### config.mk
export PLATFORM = sky130hd
export DESIGN_NAME = decode_stage_flat
export DESIGN_NICKNAME = d
export VERILOG_FILES = /design/src/rtl/calc_pkg.sv /design/src/rtl/decode_stage_if.sv /design/src/rtl/decode_stage_hazard.sv /design/src/rtl/decode_stage.sv /design/src/flat_wrapper.sv
export SDC_FILE = /design/constraint.sdc
export NUM_CORES = 1
export LEC_CHECK = 0
export CORE_ASPECT_RATIO = 2
export CORE_MARGIN = 8
export CORE_UTILIZATION = 50
export DETAILED_ROUTE_END_ITERATION = 8
export GPL_TIMING_DRIVEN = 0
export PLACE_DENSITY_LB_ADDON = 0.15
export SLEW_MARGIN = 20
export SYNTH_ARGS = -nofsm -noshare
export SYNTH_HDL_FRONTEND = slang
export SYNTH_HIERARCHICAL = 1
export SYNTH_SLANG_ARGS = --single-unit
### constraint.sdc
create_clock -name clk -period 2.7 [get_ports clk]
set_input_delay 0.27 -clock clk [delete_from_list [all_inputs] [get_ports clk]]
set_output_delay 0.27 -clock clk [all_outputs]
set_load 0.1 [all_outputs]
### src/rtl/calc_pkg.sv
// calc_pkg: shared constants and types for the decode stage.
// Instruction layout: [13:12] ctrl, [11:8] A, [7:4] B, [3:0] D.
package calc_pkg;

  localparam int INST_W   = 14;
  localparam int RADDR_W  = 4;
  localparam int CTRL_W   = 2;

  // Field bit positions within an instruction word
  localparam int CTRL_LSB = 12;
  localparam int A_LSB    = 8;
  localparam int B_LSB    = 4;
  localparam int D_LSB    = 0;

  // ALU operations carried in the ctrl field
  typedef enum logic [CTRL_W-1:0] {
    OP_ADD = 2'd0,
    OP_SUB = 2'd1,
    OP_AND = 2'd2,
    OP_OR  = 2'd3
  } op_t;

  // ID register: the whole decoded instruction plus its valid flag
  typedef struct packed {
    logic               valid;
    op_t                ctrl;
    logic [RADDR_W-1:0] a;
    logic [RADDR_W-1:0] b;
    logic [RADDR_W-1:0] d;
  } id_reg_t;

  // EX register: only the destination survives past issue
  typedef struct packed {
    logic               valid;
    logic [RADDR_W-1:0] d;
  } ex_reg_t;

  // Split a raw instruction word into ID register fields
  function automatic id_reg_t unpack_inst(input logic [INST_W-1:0] inst);
    id_reg_t r;
    r.valid = 1'b1;
    r.ctrl  = op_t'(inst[CTRL_LSB +: CTRL_W]);
    r.a     = inst[A_LSB +: RADDR_W];
    r.b     = inst[B_LSB +: RADDR_W];
    r.d     = inst[D_LSB +: RADDR_W];
    return r;
  endfunction

endpackage

### src/rtl/decode_stage_if.sv
// decode_stage_if: bundle between instruction memory / PC, the decode
// stage and the register file / ALU.
//
// Handshake: inst_in is consumed on a rising clk edge when inst_valid=1 and
// stall=0. While stall=1 nothing is consumed and the source (PC counter)
// must keep presenting the same instruction. issue_valid marks a cycle in
// which ctrl/addr_a/addr_b carry an issued instruction; there is no
// back-pressure on the issue side.
interface decode_stage_if #(
  parameter int INST_W  = 14,
  parameter int RADDR_W = 4,
  parameter int CNT_W   = 16
);

  logic [INST_W-1:0]  inst_in;
  logic               inst_valid;
  logic               stall;
  logic [1:0]         ctrl;
  logic [RADDR_W-1:0] addr_a;
  logic [RADDR_W-1:0] addr_b;
  logic               issue_valid;
  logic               wb_en;
  logic [RADDR_W-1:0] wb_addr;
  logic               fwd_a;
  logic               fwd_b;
  logic [CNT_W-1:0]   issue_count;
  logic [7:0]         stall_count;

  // Fetch side / environment
  modport master (
    output inst_in, inst_valid,
    input  stall, ctrl, addr_a, addr_b, issue_valid, wb_en, wb_addr,
    input  fwd_a, fwd_b, issue_count, stall_count
  );

  // Decode stage
  modport slave (
    input  inst_in, inst_valid,
    output stall, ctrl, addr_a, addr_b, issue_valid, wb_en, wb_addr,
    output fwd_a, fwd_b, issue_count, stall_count
  );

endinterface

### src/rtl/decode_stage_hazard.sv
// hazard_unit: read-after-write compare between the instruction in ID and
// the one issued last cycle (sitting in EX). Every register address,
// including 0, is a real dependency.
module hazard_unit #(
  parameter int RADDR_W = 4
) (
  input  logic               id_valid,
  input  logic [RADDR_W-1:0] id_a,
  input  logic [RADDR_W-1:0] id_b,
  input  logic               ex_valid,
  input  logic [RADDR_W-1:0] ex_d,
  output logic               hazard_a,
  output logic               hazard_b
);

  assign hazard_a = id_valid & ex_valid & (id_a == ex_d);
  assign hazard_b = id_valid & ex_valid & (id_b == ex_d);

endmodule

### src/rtl/decode_stage.sv
// decode_stage: single-issue decode with ID and EX registers, RAW hazard
// detection against the EX destination, and issue/stall counters.
// Optional macro DECODE_FWD_EN: hazards select the registered ALU result
// (fwd_a/fwd_b) instead of stalling. Default build stalls one cycle.
module decode_stage
  import calc_pkg::*;
#(
  parameter int INST_W  = calc_pkg::INST_W,
  parameter int RADDR_W = calc_pkg::RADDR_W,
  parameter int CNT_W   = 16
) (
  input logic           clk,
  input logic           reset,
  decode_stage_if.slave bus
);

  id_reg_t           id_q;
  ex_reg_t           ex_q;
  logic [INST_W-1:0] inst;
  logic              hazard_a;
  logic              hazard_b;
  logic              stall_c;
  logic              fwd_a_c;
  logic              fwd_b_c;
  logic              issue;
  logic [CNT_W-1:0]  issue_cnt_q;
  logic [7:0]        stall_cnt_q;

  assign inst = bus.inst_in;

  hazard_unit #(.RADDR_W(RADDR_W)) u_hazard (
    .id_valid (id_q.valid),
    .id_a     (id_q.a),
    .id_b     (id_q.b),
    .ex_valid (ex_q.valid),
    .ex_d     (ex_q.d),
    .hazard_a (hazard_a),
    .hazard_b (hazard_b)
  );

`ifdef DECODE_FWD_EN
  // Forwarding resolves every hazard, so the pipeline never stalls
  assign stall_c = 1'b0;
  assign fwd_a_c = hazard_a;
  assign fwd_b_c = hazard_b;
`else
  // A hazard on A, B or both costs one bubble; EX empties next cycle
  assign stall_c = hazard_a | hazard_b;
  assign fwd_a_c = 1'b0;
  assign fwd_b_c = 1'b0;
`endif

  assign issue = id_q.valid & ~stall_c;

  // Pipeline registers: ID holds while stalled, EX takes a bubble then
  always_ff @(posedge clk) begin
    if (reset) begin
      id_q <= '0;
      ex_q <= '0;
    end else begin
      if (!stall_c) begin
        id_q <= bus.inst_valid ? unpack_inst(inst) : '0;
      end
      if (issue) begin
        ex_q.valid <= 1'b1;
        ex_q.d     <= id_q.d;
      end else begin
        ex_q <= '0;
      end
    end
  end

  // Issue counter wraps; stall counter saturates at 255
  always_ff @(posedge clk) begin
    if (reset) begin
      issue_cnt_q <= '0;
      stall_cnt_q <= '0;
    end else begin
      if (issue) begin
        issue_cnt_q <= issue_cnt_q + 1'b1;
      end
      if (stall_c && (stall_cnt_q != 8'hFF)) begin
        stall_cnt_q <= stall_cnt_q + 8'd1;
      end
    end
  end

  assign bus.stall       = stall_c;
  assign bus.issue_valid = issue;
  assign bus.ctrl        = issue ? id_q.ctrl : 2'b00;
  assign bus.addr_a      = issue ? id_q.a : '0;
  assign bus.addr_b      = issue ? id_q.b : '0;
  assign bus.wb_en       = ex_q.valid;
  assign bus.wb_addr     = ex_q.d;
  assign bus.fwd_a       = fwd_a_c;
  assign bus.fwd_b       = fwd_b_c;
  assign bus.issue_count = issue_cnt_q;
  assign bus.stall_count = stall_cnt_q;

endmodule
### src/flat_wrapper.sv
// flat-port wrapper written by rule: the top's interface ports become plain ports
module decode_stage_flat import calc_pkg::*;
#(
  parameter int INST_W  = calc_pkg::INST_W,
  parameter int RADDR_W = calc_pkg::RADDR_W,
  parameter int CNT_W   = 16
)
  (clk, reset, bus_inst_in, bus_inst_valid, bus_stall, bus_ctrl, bus_addr_a, bus_addr_b, bus_issue_valid, bus_wb_en, bus_wb_addr, bus_fwd_a, bus_fwd_b, bus_issue_count, bus_stall_count);
  decode_stage_if #(.INST_W(INST_W), .RADDR_W(RADDR_W), .CNT_W(CNT_W)) bus_i ();
  input logic clk;
  input logic reset;
  input wire logic [$bits(bus_i.inst_in)-1:0] bus_inst_in;
  input wire logic [$bits(bus_i.inst_valid)-1:0] bus_inst_valid;
  output wire logic [$bits(bus_i.stall)-1:0] bus_stall;
  output wire logic [$bits(bus_i.ctrl)-1:0] bus_ctrl;
  output wire logic [$bits(bus_i.addr_a)-1:0] bus_addr_a;
  output wire logic [$bits(bus_i.addr_b)-1:0] bus_addr_b;
  output wire logic [$bits(bus_i.issue_valid)-1:0] bus_issue_valid;
  output wire logic [$bits(bus_i.wb_en)-1:0] bus_wb_en;
  output wire logic [$bits(bus_i.wb_addr)-1:0] bus_wb_addr;
  output wire logic [$bits(bus_i.fwd_a)-1:0] bus_fwd_a;
  output wire logic [$bits(bus_i.fwd_b)-1:0] bus_fwd_b;
  output wire logic [$bits(bus_i.issue_count)-1:0] bus_issue_count;
  output wire logic [$bits(bus_i.stall_count)-1:0] bus_stall_count;
  assign bus_i.inst_in = bus_inst_in;
  assign bus_i.inst_valid = bus_inst_valid;
  assign bus_stall = bus_i.stall;
  assign bus_ctrl = bus_i.ctrl;
  assign bus_addr_a = bus_i.addr_a;
  assign bus_addr_b = bus_i.addr_b;
  assign bus_issue_valid = bus_i.issue_valid;
  assign bus_wb_en = bus_i.wb_en;
  assign bus_wb_addr = bus_i.wb_addr;
  assign bus_fwd_a = bus_i.fwd_a;
  assign bus_fwd_b = bus_i.fwd_b;
  assign bus_issue_count = bus_i.issue_count;
  assign bus_stall_count = bus_i.stall_count;
  decode_stage #(.INST_W(INST_W), .RADDR_W(RADDR_W), .CNT_W(CNT_W)) u_core (.clk(clk), .reset(reset), .bus(bus_i));
endmodule
==> results of run 1 <==
-- worst max-delay path: stages, from the launching register on --
cell and delay [ns]:
dfxtp_1 0.40, xor2_1 0.31, nor4_4 0.11, nor2_4 0.23
clkbuf_1 0.34, and3_1 0.21, buf_2 0.42
-- cell families (layout without fill, tap and decap cells) --
| group | Yosys count | count (layout) |
|---|---|---|
| AO/OA/AOI/OAI | 33 | 33 |
| AND/OR/NAND/NOR | 105 | 105 |
| flip-flops | 44 | 44 |
| multiplexers | 3 | 3 |
| XOR/XNOR | 22 | 22 |
| buffers and inverters | 16 | 80 |
| other | 1 | 2 |
| adder cells (fa/ha/maj) | 2 | 2 |
-- layout make-up --
cell class	count	share of cell area
Timing Repair Buffer	57	0.193
Sequential cell	44	0.327
Multi-Input combinational cell	167	0.389
Buffer	12	0.0208
Tap cell	51	0.0235
Clock buffer	5	0.0254
Clock inverter	3	0.0171
Inverter	3	0.00415
-- metal layers --
metal	GRT usage	up-vias	part of all wire
li1	-	914	-
met1	0.163	901	0.37
met2	0.315	53	0.56
met3	0.0369	6	0.052
met4	0.0756	0	0.019
met5	0	-	0
-- placed cells by master, fill, tap and decap left out, drive strengths merged, types with 2 or more instances in the layout --
cell	Yosys	final
a21bo	2	2
a21oi	21	21
and2	5	5
and3	15	15
buf	5	16
clkbuf	8	12
clkdlybuf4s50	0	45
conb	1	2
dfxtp	44	44
ha	2	2
inv	3	4
mux2i	2	2
nand2	20	20
nand3	23	23
nand3b	2	2
nand4	7	7
nor2	18	18
nor2b	2	2
nor3	3	3
nor4	3	3
o21ai	4	4
or3	3	3
xnor2	8	8
xor2	14	14
-- registers in the layout (all words and copies together) (netlist names) --
| register | count |
|---|---|
| u_core/bus.issue_count | 16 |
| u_core/id_q | 15 |
| u_core/bus.stall_count | 8 |
| u_core/bus.wb_addr | 4 |
| u_core/bus.wb_en | 1 |
-- worst max path at each step --
| stage | slack, ns | startpoint | end |
|---|---|---|---|
| detailed placement | -0.83 | u_core/id_q[4] | bus_stall |
| global placement | -0.80 | u_core/bus.wb_addr[2] | bus_stall |
| global route | 0.03 | u_core/id_q[5] | bus_addr_a[1] |
| CTS | 0.02 | u_core/id_q[6] | bus_ctrl[1] |
| finish | 0.12 | u_core/id_q[5] | bus_addr_a[2] |
| floorplan | 0.12 | u_core/bus.wb_addr[0] | u_core/id_q[10] |
-- Yosys cell counts, types with 2 or more instances --
cell,n,area share
dfxtp_1,44,0.44
nand3_1,23,0.058
a21oi_1,21,0.053
nand2_1,20,0.038
nor2_1,17,0.032
and3_1,15,0.047
xor2_1,14,0.062
clkbuf_1,8,0.015
xnor2_1,8,0.035
and2_1,5,0.016
nand4_1,5,0.016
o21ai_0,4,0.010
nor3_1,3,0.0076
or3_1,3,0.0095
a21bo_2,2,0.010
buf_1,2,0.0038
buf_4,2,0.0076
ha_1,2,0.013
inv_1,2,0.0038
mux2i_1,2,0.010
nand3b_1,2,0.0076
nand4_2,2,0.013
nor2b_1,2,0.0063
nor4_2,2,0.013
-- power by group through the flow --
stage | Sequential, mW | Combinational [mW] | Clock (mW)
4_1_cts | 0.677 | 0.174 | 0.519
2_1_floorplan | 0.718 | 0.0896 | 0
6_report | 0.677 | 0.173 | 0.504
3_5_place_dp | 0.692 | 0.174 | 0
3_3_place_gp | 0.692 | 0.172 | 0
5_1_grt | 0.679 | 0.183 | 0.543
-- metrics by stage --
step	area (sq um)	setup TNS [ns]	total power, mW	utilization
CTS	2760	0	1.37	0.717
detailed placement	2630	-2.66	0.866	0.684
floorplan	2000	0	0.807	-
finish	2710	0	1.35	0.706
global placement	2630	-2.32	0.864	0.684
global route	2710	0	1.40	0.706
==> summary by stage, run 1 <==
Power
Summed over all cells, the static leakage comes to 1.08 nW. The share of total power dissipated in the clock network is 0.372. In this run the power density over the cells is 499 nW/um^2.

Across the VDD grid, the largest voltage drop is 0.000412 V. The net switching share of the total power is 0.265. The share of total power dissipated in combinational logic is 0.128.

The power share of the sequential group is 0.500. Cell internal power was estimated by the tool at 0.995 mW. The total net switching power is 0.359 mW.

Clock network
CTS saw between 40 and 50 sinks. The CTS buffer count is 5. The later pin in the worst-skew pair is clocked with a latency of 0.29 ns. After clock tree synthesis, the repair step resized 42 gates. The count of buffers added by post-CTS timing repair for setup is 0. The clock tree root driver cell is clkbuf_8.

The count of H-tree levels built during CTS is 2. Clock-pin slew was measured on the worst setup and hold paths at ~0.08 ns. The clock tree from TritonCTS is done.

The worst-case clock buffer depth is 2. Hold repair after CTS inserted 0 buffers.

Global routing
The number of global-route vias before repair is 1808. The initial antenna violation count is 0. The wire length of the first global-routing pass is 8300 um. The total routing resource utilization after global routing is 0.169. The residual overflow from global routing is 0.

The maximum number of pins on one net before global-route repair is 16.

Worst setup path
The worst setup path is captured at an output port. The kind of start point of the critical path is a flop. Across all register-to-register paths, the minimum setup slack is 0.39 ns. The required time at the endpoint of the critical path is 2.43 ns. Data arrives at the worst endpoint at 2.31 ns. The destination of the worst register-to-register timing path is u_core/bus.issue_count[15].

The startpoint of the lowest-slack register-to-register path is u_core/id_q[5]. The worst-case reg-to-reg path depth is 7. Of all nets on the critical path, the largest fanout is 10. The worst setup path is of the reg -> out kind.

Placed design
In this run, placement finished with an instance count of between 300 and 400. The number of buffer cells added on primary ports is 57. The setup slack at placement is -0.831 ns.

At the end of routability-driven placement, the weighted congestion stood at 0.816. The HPWL after detailed placement is 4200 um.

Route
The overall routed net length is 5410 um. The routed layout has between 1500 and 2000 vias. The remaining design rule violation count is 0. The per-cell via count in the routed design is 5.48. The final antenna-violating net count is 0. The routed length per placed instance is 15.8 um. The length of the first detailed-routing pass in iterations is 4. For this block, the initial DRC count from the detailed router was 51.

Timing
At the pin with the least slew margin, the transition time is 0.999 ns. Setup repair after global routing left no endpoint under its margin. Headroom to the max-slew limit came out at 0.332.

The number of failing hold endpoints at the final stage is 0. Setup violations remaining at the end of the flow were counted as 0. Once routing completed, OpenROAD measured the worst setup slack at 0.115 ns.

Across the routed clock network, the largest skew measured is 0.00548 ns. Hold is met by 0.451 ns. The post-layout minimum cycle time is between 2 and 3 ns. Dividing the final minimum period by the clock period gives 0.957. The maximum frequency from static timing analysis is 0.387 GHz. The number of max-slew violations in the final report is 0.

Hold path
The kind of path behind the tightest hold check is reg -> reg. The hold-critical path endpoint is u_core/id_q[0]. The cell depth of the worst min-delay path is 2. In this run the most critical hold path is launched from u_core/id_q[0].

Logic synthesis
After synthesis the cells add up to about 2000 sq um. After synthesis, the largest family of logic cells by area is simple AND/OR/NAND/NOR gates. In the synthesized netlist the async set-or-reset flop fraction comes to 0. The post-synthesis compound-gate area fraction came to 0.0971. In the synthesized netlist, the number of instances is 226. The mean post-synth cell area is 8.78 sq um.

The number of flops mapped to enable cells by yosys is 0. Of the total synthesized cell area, the portion taken by full adders, half adders and majority gates is 0.0126. Of the total synthesized cell area, the portion taken by XOR and XNOR cells is 0.0971.

The share of the Yosys chip area taken by registers is 0.444. The most instantiated flip-flop cell in the synthesis netlist is dfxtp_1. The number of warnings printed during yosys synthesis is 6. The netlist uses 40 different library cells. After synthesis, the share of cell area in mux cells is 0.0158. In this run, synthesis produced a sequential element count of 44. Of the total synthesized cell area, the portion taken by AND, OR, NAND and NOR gates is 0.297.

Layout
The final standard cell count with taps included and fillers excluded is around 340. Across the whole layout, storage elements account for 887 sq um. The fraction of layout instances using a drive strength above 1 is 0.137. The final layout contains between 300 and 400 nets. The layout filler cell count is 363. The area added between synthesis and finish is 36.7%.

The number of inserted diodes is 0. In the final layout, the multi-input gates occupy 1060 sq um.

Die
The floorplan die width is around 60 um. The die covers 6360 sq um. The initial standard-cell utilization of the core is 0.516.

Measured along the y axis, the die boundary spans 105 um. The floorplan has 32 rows. The region available for standard cell placement spans 3840 sq um. The number of ports placed on the die boundary is 60.

Run
The max-cap violation count is 0.

Status
The run finished with clean final reports.
Note: power is estimated with default switching activity, not from simulation.
==> inputs of run 2 (changes only) <==
- CORE_UTILIZATION: 50 -> 40
==> summary by stage, run 2 (synthesized netlist as in run 1, its figures left out) <==
Placed design
After detailed placement, the total cell area comes to 2640 sq um. The final estimated routing congestion in global placement is ~0.74. During placement, the flow inserted port buffers numbering 57. Detailed placement ended at an HPWL of 4130 um.

Die
From bottom edge to top edge, the die measures 116 um. The floorplan has 36 rows. After floorplanning, the core was sized to cover 4820 sq um.

For this design the top-level I/O count stands at 60. The initial utilization of the core area, before any placement, comes to 0.412. The die covers 7610 sq um.

The floorplan die width is 65.8 um.

Clock network
Clock tree synthesis inserted a total of 5 buffers. Clock latency on the worst-skew pair, taken at its later pin, is 0.29 ns. The clock tree from TritonCTS is done. The clock tree root driver cell is clkbuf_8.

Counting along the longest clock path gives a buffer depth of 2. The TritonCTS sink count is 44. The clock edge transition at the registers on the reported setup and hold paths is 0.09 ns. The count of H-tree levels built during CTS is 2.

Global routing
The first global-routing pass estimated 8810 um of wire. The residual overflow from global routing is 0. The total routing resource utilization after global routing is 0.146. The initial antenna violation count was 0. The maximum number of pins on one net before global-route repair is 16. The number of global-route vias before repair was 1832.

Worst setup path
The critical path data arrival time is ~2.3 ns. In this design, the stage delay of the slowest critical-path cell is 0.42 ns. The largest fanout on the critical path is 10.

The critical path class is reg -> out. The nature of the critical path endpoint is an output port. The required time at the endpoint of the critical path is 2.43 ns. In this design, the largest share of critical-path delay is due to buffers and inverters. The kind of start point of the critical path is a flop. Together, buffers and inverters on the worst path number 2. Walking the worst path, the cells encountered are xor2_1, nor4_4, nor2_4, clkbuf_1, and3_1, buf_2.

The largest individual stage delay along the critical path comes from the cell buf_2.

Route
In the routed layout, each cell is associated on average with a via count of 5.22. The routed design uses ~2900 um of met2 wire. Wire segments on met3 add up to 305 um in the final route.

The detailed router finished its first iteration with roughly 60 violations. The overall routed net length is 5390 um. The highest signal layer in the routed design is met4. Summing over every cut layer, the via total after detailed routing is between 1500 and 2000. The remaining design rule violation count is 0. The detail route stage leaves a number of antenna-violating nets equal to 0.

Dividing the detail-routed wire length by the instance count gives 15.5 um. The detailed router put a total of between 2000 and 2500 um of wire on met1. Before antenna repair, the detailed router went through 4 iterations.

Hold path
The tightest min-delay check is of the reg -> reg type.

Timing
The final-layout setup total negative slack is 0 ns. The number of max-slew violations in the final report is 0. Clock skew on the completed layout was measured at 0.00874 ns. Setup violations remaining at the end of the flow were counted as 0. Dividing the final minimum period by the clock period gives 0.945. For this run, the top clock speed supported by timing is 0.392 GHz. Measured against its own limit, the worst slew margin works out to 0.334. Setup repair after global routing left no endpoint under its margin. Across all hold checks on the routed design, the worst slack comes to 0.447 ns.

The post-layout minimum cycle time is approximately 2.6 ns. The number of failing hold endpoints at the final stage is 0. The slew at the pin closest to its max-slew limit is 0.997 ns.

Power
The power density normalized to cell area is 504 nW/um^2. The static leakage is 1.09 nW. The completed layout was analyzed and its total power is 1.37 mW. The peak ir drop on the vdd network is 0.000492 V.

Layout
The final layout contains 309 nets. The fraction of layout instances using a drive strength above 1 is 0.137. The flip-flop count of the largest register after layout is 16. The most common cell after layout, fill and taps aside is clkdlybuf4s50_1.

The post-route cell area is 2730 sq um. In the layout the commonest cells are 45 x clkdlybuf4s50_1, 39 x dfxtp_1, 23 x nand3_1. The area added between synthesis and finish is 37.4%. Counting the fill cells in the layout gives 462. 0 antenna diodes ended up in the layout.

Run
Across the run, the number of max-cap violations was 0.

Status
The run finished with clean final reports.
## run 2: stage by stage
stage	std cells	setup slack (ns)	utilization
floorplan	227	0.118	-
global placement	341	-0.852	0.547
detailed placement	341	-0.923	0.547
CTS	348	0.00181	0.576
global route	348	0.0312	0.566
finish	348	0.149	0.566
## run 2: worst reg2reg max path: stages, from the launching register on
cell and delay [ns]:
dfxtp_1 0.39, xor2_1 0.27, nor4_4 0.12, nor2_4 0.23, inv_2 0.18, nor4_4 0.46
nand4_1 0.16, mux2_1 0.32
## run 2: report_power, final
part / switching (mW) / leakage (nW) / total, mW / internal [mW]
Combinational: 0.120 / 0.665 / 0.173 / 0.0534
Clock: 0.221 / 0.0614 / 0.523 / 0.302
Sequential: 0.0136 / 0.360 / 0.677 / 0.663
## run 2: cell type report
class	instances	area (sq um)	share of cell area
clock inverter	2	38.8	0.0142
clock buffer	6	82.6	0.0303
tap	57	71.3	0.0262
sequential	44	887	0.325
buffer	12	56.3	0.0207
multi-input combinational	167	1060	0.387
inverter	3	11.3	0.00413
timing repair buffer	57	523	0.192
## run 2: repair_timing
| item | in CTS | in global routing |
|---|---|---|
| resized for setup | 43 | 21 |
| buffers inserted | 0 | 0 |
| hold buffers | 0 | 0 |
| pin swaps | 0 | 0 |
| endpoints found under the setup margin | 12 | 11 |
## run 2: path summary, 6_finish.rpt
path | from | slack, ns | cells after the start | end
setup / recovery | u_core/id_q[6] | 0.15 | 6 | bus_ctrl[1]
hold / removal | u_core/id_q[0] | 0.45 | 2 | u_core/id_q[0]
setup reg to reg | u_core/id_q[6] | 0.47 | 7 | u_core/bus.issue_count[15]
hold reg to reg | u_core/id_q[0] | 0.45 | 2 | u_core/id_q[0]
## run 2: routing by layer
metal	vias to the layer above	track usage
li1	912	-
met1	852	0.144
met2	47	0.274
met3	6	0.0397
met4	0	0.0572
met5	-	0
==> inputs of run 3 (changes only) <==
- CORE_MARGIN: 8 -> 10
- CTS_CLUSTER_SIZE: default -> 20
- PLACE_DENSITY: default -> 0.79
- PLACE_DENSITY_LB_ADDON: 0.15 -> default
==> summary by stage, run 3 (synthesized netlist as in run 1, its figures left out) <==
Die
Row generation in the floorplan step produced 36 rows. During I/O placement, the number of pins put on the boundary was 60. The initial utilization of the core area, before any placement, comes to 0.408. Measured along the y axis, the die boundary spans 120 um. The core area is approximately 4900 sq um. The die is approximately 70 um wide. The die covers 8350 sq um.

Power
Across the VDD grid, the largest voltage drop is 0.000366 V. Power spread over the standard cell area amounts to 495 nW/um^2. The analysis attributes to cell leakage a power of 1.08 nW.

Timing
The number of max-slew violations in the final report is 0. The headroom to the max-slew limit is 0.337. The final-layout setup total negative slack is 0 ns. Setup repair after global routing left no endpoint under its margin. Timing would allow up to 0.391 GHz.

The number of failing setup endpoints in the final timing report is 0. For the pin with the worst max-slew slack, the measured transition is approximately 1 ns. The smallest clock period supported by the final layout is computed as 2.56 ns. Of the available clock period, the critical path in the final layout requires 0.948. The number of failing hold endpoints at the final stage is 0.

For the final database, setup skew stands at 0.00733 ns.

Worst setup path
Walking the worst path, the cells encountered are xor2_1, nor4_4, nor2_4, inv_2, buf_2, buf_4. The slowest cell on the critical path is nor4_4. The critical path data arrival time is approximately 2.3 ns. The flop-to-flop setup slack is 0.50 ns. The startpoint of the lowest-slack register-to-register path is u_core/id_q[8]. The critical path starts at u_core/bus.wb_addr[0]. The worst-case reg-to-reg path depth is 7. The capturing instance or port of the critical path is bus_stall.

Along the worst path, the maximum fanout reaches 15. The worst setup path is of the reg -> out kind. The delay of the slowest cell on the worst path is 0.45 ns. The worst register-to-register path ends at u_core/bus.issue_count[15]. STA classifies the critical path endpoint as an output port. The kind of start point of the critical path is a flop.

At the worst endpoint, the required time is ~2.4 ns.

Clock network
The worst-case clock buffer depth is 2. The CTS buffer count is 5. The clock latency on the worst-skew pair is 0.29 ns. The clock tree synthesis step divided the H-tree into 2 levels. The clock tree from TritonCTS is done. The clock edge transition at the registers on the reported setup and hold paths is 0.08 ns. The total of hold buffers inserted after clock tree synthesis is 0.

The clock tree root driver cell is clkbuf_8. The TritonCTS sink count is 44.

Placed design
The post-placement cell area is around 2600 sq um. Including well taps, the total number of placed cells is 341. The HPWL after detailed placement is 4230 um. Port buffering added 57 buffers.

The final estimated routing congestion in global placement is 0.809.

Run
The tool flagged a number of max-cap violations equal to 0.

Route
The overall routed net length is 5490 um. The via count is about 1800. The per-cell via count in the routed design is ~5.3. The number of DRC markers after the initial detailed-route iteration is 61. The final antenna-violating net count is 0.

In the final routed layout, each cell accounts on average for 15.8 um. For this run, design rule violations remaining after detail routing come to 0. The first detailed-routing pass took 4 iterations.

Layout
Leaving out fill and tap cells, the most frequent cells in the layout are 45 x clkdlybuf4s50_1, 39 x dfxtp_1, 23 x nand3_1. The flip-flop count of the largest register after layout is 16. The area added between synthesis and finish is 36.5%. The most common cell after layout, fill and taps aside is clkdlybuf4s50_1. The share of the core filled with cells in the final layout is 0.557. The fraction of layout instances using a drive strength above 1 is 0.134. After the flow finishes, the layout carries non-filler instances totaling ~350. Once layout is done, the placed cells without fillers occupy 2710 sq um.

After the last flow step, the layout net total stands at 309. The number of inserted diodes is 0.

Global routing
The total routing resource utilization after global routing is 0.132. Entering global routing, the biggest net connects 16 pins. The wire length of the first global-routing pass is 9270 um. The number of global-route vias before repair is 1951. The initial antenna violation count is 0. The residual overflow from global routing is 0.

Status
The flow ran to the end, and the final reports show no timing, DRC or antenna violations.

Hold path
The min-delay analysis places its worst path in the category reg -> reg.
-- run 3: how the worst min path moves through the flow --
stage,start,end,slack (ns),cells after the start
detailed placement,u_core/id_q[13],u_core/id_q[13],0.44,2
floorplan,reset,u_core/bus.wb_en,0.36,1
CTS,u_core/id_q[13],u_core/id_q[13],0.45,2
global placement,u_core/id_q[13],u_core/id_q[13],0.44,2
finish,u_core/id_q[13],u_core/id_q[13],0.45,2
global route,u_core/id_q[3],u_core/bus.wb_addr[3],0.48,1
-- run 3: area by class of cell --
type | instances | area [sq um]
fill | 479 | 2160
tap | 57 | 71.3
inverter | 3 | 11.3
clock inverter | 2 | 35.0
clock buffer | 6 | 72.6
timing repair buffer | 57 | 519
multi-input combinational | 167 | 1060
sequential | 44 | 887
buffer | 12 | 56.3
-- run 3: routing by layer --
layer	share of wire	vias to the layer above	global-route usage
li1	-	910	-
met1	0.39	869	0.130
met2	0.55	46	0.248
met3	0.050	5	0.0355
met4	0.012	0	0.0558
met5	0	-	0
-- run 3: timing repair --
action | in CTS | in global routing
hold endpoints to repair | 0 | 0
setup endpoints to repair | 12 | 10
gates resized for setup | 43 | 20
cloned | 0 | 0
buffers inserted | 0 | 0
-- run 3: metrics by stage --
stage          power (mW)  setup slack, ns  hold slack (ns)
6_report             1.34            0.139            0.449
4_1_cts              1.36           0.0207            0.452
5_1_grt              1.40          0.00310            0.477
3_5_place_dp        0.866           -0.832            0.441
2_1_floorplan       0.807            0.118            0.363
3_3_place_gp        0.863           -0.794            0.436
-- run 3: critical path: cells and delay by family (launching register included) --
family,cells,cell delay [ns]
XOR/XNOR,1,0.20
buffers and inverters,3,0.89
flip-flops,1,0.35
AND/OR/NAND/NOR,2,0.56
-- run 3: power by group --
group          internal [mW]  switching (mW)  leakage [nW]
Combinational         0.0532           0.120         0.665
Sequential             0.663          0.0137         0.360
Clock                  0.275           0.217        0.0552
Total                  0.991           0.350          1.08
